File: src/rtl/mul_div_unit.sv
// Iterative 33-cycle multiply/divide unit owning the HI/LO registers.
// Shift-add multiply and restoring divide on magnitudes, sign fixed at the end.
module mul_div_unit #(
    parameter int WIDTH = 32
) (
    input  logic             clk,
    input  logic             rst,
    input  logic             start,
    input  logic [1:0]       op,
    input  logic [WIDTH-1:0] a,
    input  logic [WIDTH-1:0] b,
    input  logic             hi_we,
    input  logic             lo_we,
    input  logic [WIDTH-1:0] wdata,
    output logic             busy,
    output logic             done,
    output logic [WIDTH-1:0] hi,
    output logic [WIDTH-1:0] lo
);

    localparam int CW = $clog2(WIDTH);

    typedef enum logic [1:0] {
        IDLE,
        RUN,
        FIX
    } state_t;

    state_t state;
    state_t state_next;

    logic [CW-1:0]      cnt;
    logic               is_div;
    logic               neg_a;
    logic               neg_b;
    logic [WIDTH-1:0]   opnd;
    logic [2*WIDTH-1:0] acc;

    logic [WIDTH-1:0]   abs_a;
    logic [WIDTH-1:0]   abs_b;
    logic               last_iter;

    logic [WIDTH:0]     mul_sum;
    logic [2*WIDTH-1:0] mul_next;
    logic [WIDTH:0]     div_shift;
    logic               div_ge;
    logic [WIDTH-1:0]   div_diff;
    logic [2*WIDTH-1:0] div_next;

    logic [2*WIDTH-1:0] prod;
    logic [WIDTH-1:0]   quo;
    logic [WIDTH-1:0]   rem;

    // Magnitudes stay unsigned so that |-2^(W-1)| is representable.
    always_comb begin
        abs_a = (op[0] && a[WIDTH-1]) ? -a : a;
        abs_b = (op[0] && b[WIDTH-1]) ? -b : b;
    end

    assign last_iter = (cnt == CW'(WIDTH - 1));
    assign busy      = (state != IDLE);

    always_comb begin
        state_next = state;
        unique case (state)
            IDLE:    if (start) state_next = RUN;
            RUN:     if (last_iter) state_next = FIX;
            FIX:     state_next = IDLE;
            default: state_next = IDLE;
        endcase
    end

    always_ff @(posedge clk) begin
        if (rst) state <= IDLE;
        else     state <= state_next;
    end

    // acc = {partial product, multiplier} or {remainder, dividend/quotient}
    always_comb begin
        mul_sum   = {1'b0, acc[2*WIDTH-1:WIDTH]}
                  + (acc[0] ? {1'b0, opnd} : '0);
        mul_next  = {mul_sum, acc[WIDTH-1:1]};
        div_shift = {acc[2*WIDTH-1:WIDTH], acc[WIDTH-1]};
        div_ge    = (div_shift >= {1'b0, opnd});
        div_diff  = div_shift[WIDTH-1:0] - opnd;
        div_next  = {div_ge ? div_diff : div_shift[WIDTH-1:0],
                     acc[WIDTH-2:0], div_ge};
    end

    always_comb begin
        prod = (neg_a ^ neg_b) ? -acc : acc;
        quo  = (neg_a ^ neg_b) ? -acc[WIDTH-1:0] : acc[WIDTH-1:0];
        rem  = neg_a ? -acc[2*WIDTH-1:WIDTH] : acc[2*WIDTH-1:WIDTH];
    end

    always_ff @(posedge clk) begin
        if (rst) begin
            hi     <= '0;
            lo     <= '0;
            done   <= 1'b0;
            cnt    <= '0;
            is_div <= 1'b0;
            neg_a  <= 1'b0;
            neg_b  <= 1'b0;
            opnd   <= '0;
            acc    <= '0;
        end else begin
            done <= 1'b0;
            unique case (state)
                IDLE: begin
                    if (start) begin
                        is_div <= op[1];
                        neg_a  <= op[0] & a[WIDTH-1];
                        neg_b  <= op[0] & b[WIDTH-1];
                        cnt    <= '0;
                        if (op[1]) begin
                            opnd <= abs_b;
                            acc  <= {{WIDTH{1'b0}}, abs_a};
                        end else begin
                            opnd <= abs_a;
                            acc  <= {{WIDTH{1'b0}}, abs_b};
                        end
                    end else begin
                        if (hi_we) hi <= wdata;
                        if (lo_we) lo <= wdata;
                    end
                end
                RUN: begin
                    acc <= is_div ? div_next : mul_next;
                    cnt <= last_iter ? '0 : cnt + 1'b1;
                end
                FIX: begin
                    if (is_div) begin
                        hi <= rem;
                        lo <= quo;
                    end else begin
                        hi <= prod[2*WIDTH-1:WIDTH];
                        lo <= prod[WIDTH-1:0];
                    end
                    done <= 1'b1;
                end
                default: ;
            endcase
        end
    end

endmodule
File: config.mk
export PLATFORM = sky130hd
export DESIGN_NAME = mul_div_unit
export DESIGN_NICKNAME = d
export VERILOG_FILES = /design/src/rtl/mul_div_unit.sv
export SDC_FILE = /design/constraint.sdc
export NUM_CORES = 1
export LEC_CHECK = 0
export CORE_MARGIN = 4
export CORE_UTILIZATION = 40
export DETAILED_ROUTE_END_ITERATION = 7
export SLEW_MARGIN = 15
export SYNTH_ARGS = -nofsm -noshare
export SYNTH_HDL_FRONTEND = slang
export SYNTH_SLANG_ARGS = --single-unit
File: constraint.sdc
create_clock -name clk -period 2.9 [get_ports clk]
set_input_delay 0.58 -clock clk [delete_from_list [all_inputs] [get_ports clk]]
set_output_delay 0.58 -clock clk [all_outputs]
set_load 0.03 [all_outputs]
==> flow_summary.yaml, run 1 <==
status:
  status: "complete, but fails checks"
  violations: "setup timing"
place:
  placed_cell_area_sq_um: 18900
  gp_congestion: 0.963
  dp_hpwl_microns: 45600
  io_buffers: 168
  dp_cells: 2736
job:
  drv_cap: 0
power:
  seqPwrFrac_pct: 32.0
  switching_share_pct: 36.7
  clkPwrFrac_pct: 28.9
  ir_worst_vdd_v: 0.000468
  comb_power_share_pct: 39.1
  p_int_mw: 5.10
  p_leak_nw: 8.60
  powerDensity_nw_per_um2: 383
  p_total_mw: 8.07
  p_sw_mw: 2.96
clocking:
  cts-root-buf: "clkbuf_16"
  hold_buffers: 0
  clock-sinks: 171
  clockBufferDepth: 2
  clkTransAtPathRegs_ps: 80
  clkLatencyLatePin_ps: 460
  h-tree-depth: 4
  cts_made_buffers: 17
  tritoncts: "done"
timing:
  setup_viol: 9
  finalCritPeriodShare_pct: 103
  worst_slack_ps: -76.4
  slew_viol_final: 0
  final.min_clock_period_ps: 2980
  rsz0062_at_grt: "yes"
  worstMarginPinSlew_ps: 1170
  relSlewSlack_pct: 21.2
  hold_viol_final: 0
  fmax_mhz: 336
  hold_ws_ps: 455
  skew_ps: 16.5
synth:
  synth_top_area_share_pct: 23.7
  syn_nets: 2074
  ys_top_cells_by_area: "dfxtp_1, mux2i_1, xnor2_1"
  synth_ff_type: "dfxtp_1"
  ys_types: 79
  synth_area_sq_um: 14400
  synth-seq-cells: 171
  synth_enable_flop_cells: 0
  ys_warn_count: 0
  async_flop_share_pct: 0
  netlist_instances: 1899
  yosysMostFrequentCell: "nor2_1"
  synth_top_area_cell: "dfxtp_1"
  ys_top_cells_by_count: "nor2_1, dfxtp_1, a21oi_1, nand2_1, a211oi_1"
  ys_seq_area_share_pct: 23.7
  avgSynthCellArea_sq_um: 7.60
drt:
  drt_wl_total_microns: 58800
  num_vias: 16200
  antenna_left: 0
  dr.pass1.iters: 6
  drc: 0
  vias_per_cell: 5.77
  post_drt_wl_per_cell_microns: 21.0
  drtIter0Drc: 1363
die:
  die_y_microns: 198
  initial_core_util_pct: 40.6
  fp.dieW_microns: 198
  num_rows: 69
  coreArea_sq_um: 35600
  die_area_sq_um: 39200
  ios: 169
setup_path:
  crit_path_start_kind: "register"
  crit_fanout: 8
  crit_arrival_ps: 3330
  crit_type: "register to register"
  required_ps: 3250
  cp-end-kind: "register"
cells_and_area:
  drive_gt1_share_pct: 27.5
  regArea_sq_um: 3440
  syn_to_final_growth_pct: 46.0
  stdcell_area_sq_um: 21100
  final_util_pct: 59.2
  nets: 2500
  fillerInstances: 3229
  stdcell_count: 2801
  multi_input_area_sq_um: 11500
global_route:
  grt_pass1_vias: 15500
  grt_overflow: 0
  grt_max_degree: 82
  antenna_found_initial: 0
  gr-usage-all-layers_pct: 28.8
  grt_pass1_wl_microns: 88600
worst_hold_path:
  holdCritPathClass: "register to register"
==> final cells by class <==
cell class                      count  share of cell area, %
Antenna cell                        2                 0.0238
Sequential cell                   171                   16.3
Inverter                           55                   1.02
Timing Repair Buffer              536                   22.4
Multi-Input combinational cell   1544                   54.7
Clock inverter                     14                  0.653
Tap cell                          461                   2.74
Clock buffer                       18                   2.08
==> what timing repair did <==
action | CTS | global route
gates cloned | 2 | 1
buffers inserted | 11 | 18
pin swaps | 56 | 129
setup endpoints to repair | 64 | 86
resized for setup | 89 | 221
==> placed cells by master (no fill, tap or decap), drive strengths merged, types with 23 or more instances in the layout <==
cell / Yosys / routed
a211oi: 111 / 111
a21o: 29 / 29
a21oi: 153 / 153
a31oi: 23 / 23
buf: 29 / 369
clkdlybuf4s50: 0 / 162
dfxtp: 171 / 171
ha: 70 / 70
inv: 54 / 64
mux2i: 105 / 105
nand2: 152 / 152
nand2b: 27 / 27
nor2: 231 / 231
nor3: 38 / 38
o211ai: 34 / 34
o21ai: 98 / 98
o31ai: 24 / 24
xnor2: 104 / 104
xor2: 71 / 71
==> final timing paths <==
kind | startpoint | end | slack (ps) | cells past startpoint
setup / recovery | opnd[4]$_SDFFE_PP0P_ | acc[52]$_SDFFE_PP0P_ | -80 | 12
hold / removal | opnd[12]$_SDFFE_PP0P_ | opnd[12]$_SDFFE_PP0P_ | 450 | 2
setup reg to reg | opnd[4]$_SDFFE_PP0P_ | acc[52]$_SDFFE_PP0P_ | -80 | 12
hold reg to reg | opnd[12]$_SDFFE_PP0P_ | opnd[12]$_SDFFE_PP0P_ | 450 | 2
==> per-stage QoR <==
stage	worst slack [ps]	setup TNS [ps]
floorplan	3.54	0
global placement	-591	-22740
detailed placement	-606	-24350
CTS	-44.2	-110
global route	-230	-3260
finish	-76.4	-360
==> critical path, stage by stage, from the launching register on <==
cell	delay (ps)
dfxtp_2	370
inv_2	60
ha_4	210
a21o_1	210
a31oi_4	160
a2111o_1	150
or3b_4	400
o32ai_4	260
o211a_4	300
buf_12	160
mux2i_1	200
mux2i_1	140
a22o_1	240
==> power by group through the flow <==
stage | Sequential, mW | Clock, mW | Combinational (mW)
floorplan | 2.71 | 0 | 1.44
global placement | 2.63 | 0 | 2.76
detailed placement | 2.63 | 0 | 2.78
CTS | 2.58 | 2.35 | 2.90
global route | 2.60 | 2.44 | 3.37
finish | 2.58 | 2.33 | 3.15
==> flip-flops by register name, indices dropped and copies added, names as in the netlist <==
signal,count
acc,64
cnt,5
done,1
hi,32
is_div,1
lo,32
neg_a,1
neg_b,1
opnd,32
state,2
==> layer usage <==
layer	vias up	part of all wire (%)	global-route usage, %
met1	7714	44	38.7
li1	7799	-	-
met2	564	46	48.5
met4	0	3.6	8.75
met5	-	0	0
met3	89	6.3	3.30
==> cells by family (layout without fill, tap and decap cells) <==
logic type      count (synthesis)  count (layout)  share of synthesized area [%]
compound gates                600             600                           27.8
buf+inv                       184             623                           4.88
mux                           109             109                           7.60
fa+ha+maj                      72              72                           6.35
simple gates                  588             588                           19.0
flops                         171             171                           23.7
xor+xnor                      175             175                           10.6
other cells                     0               2                              0
Note: power is estimated with default switching activity, not from simulation.
==> run 2: changes to the inputs <==
SKIP_LAST_GASP = 1   (was default)
==> flow_summary.yaml, run 2 (same netlist as run 1, synthesis figures left out) <==
power:
  ir_worst_vdd_v: 0.000470
  p_leak_nw: 8.59
  powerDensity_nw_per_um2: 383
setup_path:
  crit_fanout: 3
  required_ps: 3310
  crit_arrival_ps: 3380
  crit_path_cell_trace: "inv_2 -> ha_4 -> inv_2 -> fa_2 -> a21o_1 -> a221o_1 -> a221oi_2 -> o21ai_2 -> a31oi_1 -> xnor2_1 -> mux2i_1 -> mux2i_1 -> a22o_1"
  cp.depth: 13
  cp-end-kind: "register"
  r2r_start: "acc[31]$_SDFFE_PP0P_"
  crit_path_start_kind: "register"
  r2r_end: "acc[52]$_SDFFE_PP0P_"
  critical-path-top-delay-family: "compound AO/OA/AOI/OAI gates"
  crit_type: "register to register"
  reg2reg_slack_ps: -70
  r2r_cells: 13
  crit_path_max_incr_delay_ps: 390
  cp_num_buf_inv: 2
  crit_slowest_cell: "fa_2"
timing:
  hold_ws_ps: 455
  setup_viol: 10
  worstMarginPinSlew_ps: 1160
  rsz0062_at_grt: "yes"
  worst_slack_ps: -69.7
  slew_viol_final: 0
  fin_setup_tns_ps: -364
  fmax_mhz: 337
  hold_viol_final: 0
  relSlewSlack_pct: 22.1
  skew_ps: 16.6
  final.min_clock_period_ps: 2970
  finalCritPeriodShare_pct: 102
die:
  fp.dieW_microns: 198
  initial_core_util_pct: 40.6
  die_area_sq_um: 39200
  num_rows: 69
  die_y_microns: 198
  coreArea_sq_um: 35600
  ios: 169
clocking:
  h-tree-depth: 4
  clkLatencyLatePin_ps: 460
  clkTransAtPathRegs_ps: 80
  clockBufferDepth: 2
  cts_made_buffers: 17
  tritoncts: "done"
  cts-root-buf: "clkbuf_16"
  hold_buffers: 0
  clock-sinks: 171
worst_hold_path:
  holdCritPathClass: "register to register"
  whs_path_depth: 2
  hold_path.startpoint: "opnd[12]$_SDFFE_PP0P_"
  whs_endpoint: "opnd[12]$_SDFFE_PP0P_"
place:
  io_buffers: 168
  pre_cts_slack_ps: -606
  dp_hpwl_microns: 45600
  gp_congestion: 0.963
  placed_cell_area_sq_um: 18900
cells_and_area:
  syn_to_final_growth_pct: 45.5
  nets: 2502
  drive_gt1_share_pct: 27.1
  largest_reg_flops: 64
  top_register: "acc"
  mostFrequentLayoutCell: "buf_4"
  final_cell_mix: "buf_4, nor2_1, clkdlybuf4s50_1, dfxtp_1, nand2_1"
  stdcell_area_sq_um: 21000
status:
  violations: "setup timing"
  status: "complete, but fails checks"
drt:
  antenna_left: 0
  drt_wl_total_microns: 58900
  dr.pass1.iters: 6
  drtIter0Drc: 1378
  vias_per_cell: 5.76
  post_drt_wl_per_cell_microns: 21.0
  drc: 0
  num_vias: 16200
global_route:
  grt_max_degree: 82
  grt_overflow: 0
  gr-usage-all-layers_pct: 28.7
  antenna_found_initial: 0
  grt_pass1_vias: 15500
  grt_pass1_wl_microns: 88500
job:
  drv_cap: 0
## run 2: cell count changes in the layout (fill, tap and decap cells not counted), sizes merged
cell / delta
clkbuf: -1
diode: -1
buf: +3
## run 2: final cells by class
cell class / instances / area, sq um
Inverter: 55 / 214
Clock buffer: 18 / 439
Multi-Input combinational cell: 1544 / 11500
Tap cell: 461 / 577
Fill cell: 3243 / 14600
Sequential cell: 171 / 3440
Clock inverter: 14 / 138
Antenna cell: 1 / 2.50
Timing Repair Buffer: 538 / 4710
## run 2: worst max-delay path by stage
stage,start,end
after floorplan,acc[56]$_SDFFE_PP0P_,acc[37]$_SDFFE_PP0P_
final,acc[31]$_SDFFE_PP0P_,acc[52]$_SDFFE_PP0P_
after global routing,acc[31]$_SDFFE_PP0P_,acc[52]$_SDFFE_PP0P_
after CTS,opnd[1]$_SDFFE_PP0P_,acc[60]$_SDFFE_PP0P_
after detailed placement,b[5],acc[19]$_SDFFE_PP0P_
after global placement,b[5],opnd[19]$_SDFFE_PP0P_
## run 2: power by group
group	switching [mW]	internal (mW)	total [mW]	leakage (nW)
clock network	1.15	1.17	2.32	0.279
logic	1.69	1.44	3.13	6.91
registers	0.0969	2.49	2.58	1.40
## run 2: layer usage
layer | track usage [%] | vias up | part of all wire [%]
li1 | - | 7807 | -
met2 | 48.3 | 565 | 47
met1 | 38.6 | 7677 | 44
met4 | 8.98 | 0 | 3.3
met3 | 3.35 | 104 | 6.3
met5 | 0 | - | 0
## run 2: timing repair
action | CTS | global route
gates resized for setup | 80 | 215
endpoints found under the setup margin | 64 | 86
setup buffers | 11 | 23
pin swaps | 55 | 134
cloned | 2 | 0
## run 2: worst reg2reg max path: cells and delay by family (launching register included)
family,cells,cell delay [ps]
XOR/XNOR,1,190
adder cells (fa/ha/maj),2,520
multiplexers,2,390
flip-flops,1,330
AO/OA/AOI/OAI,6,1400
buffers and inverters,2,110
## run 2: metrics by stage
step	total power, mW	util, %	instances
after floorplan	4.16	-	1899
after global placement	5.39	53.1	2736
after detailed placement	5.41	53.1	2736
after CTS	7.82	56.1	2781
after global routing	8.38	59.0	2801
final	8.03	59.0	2802
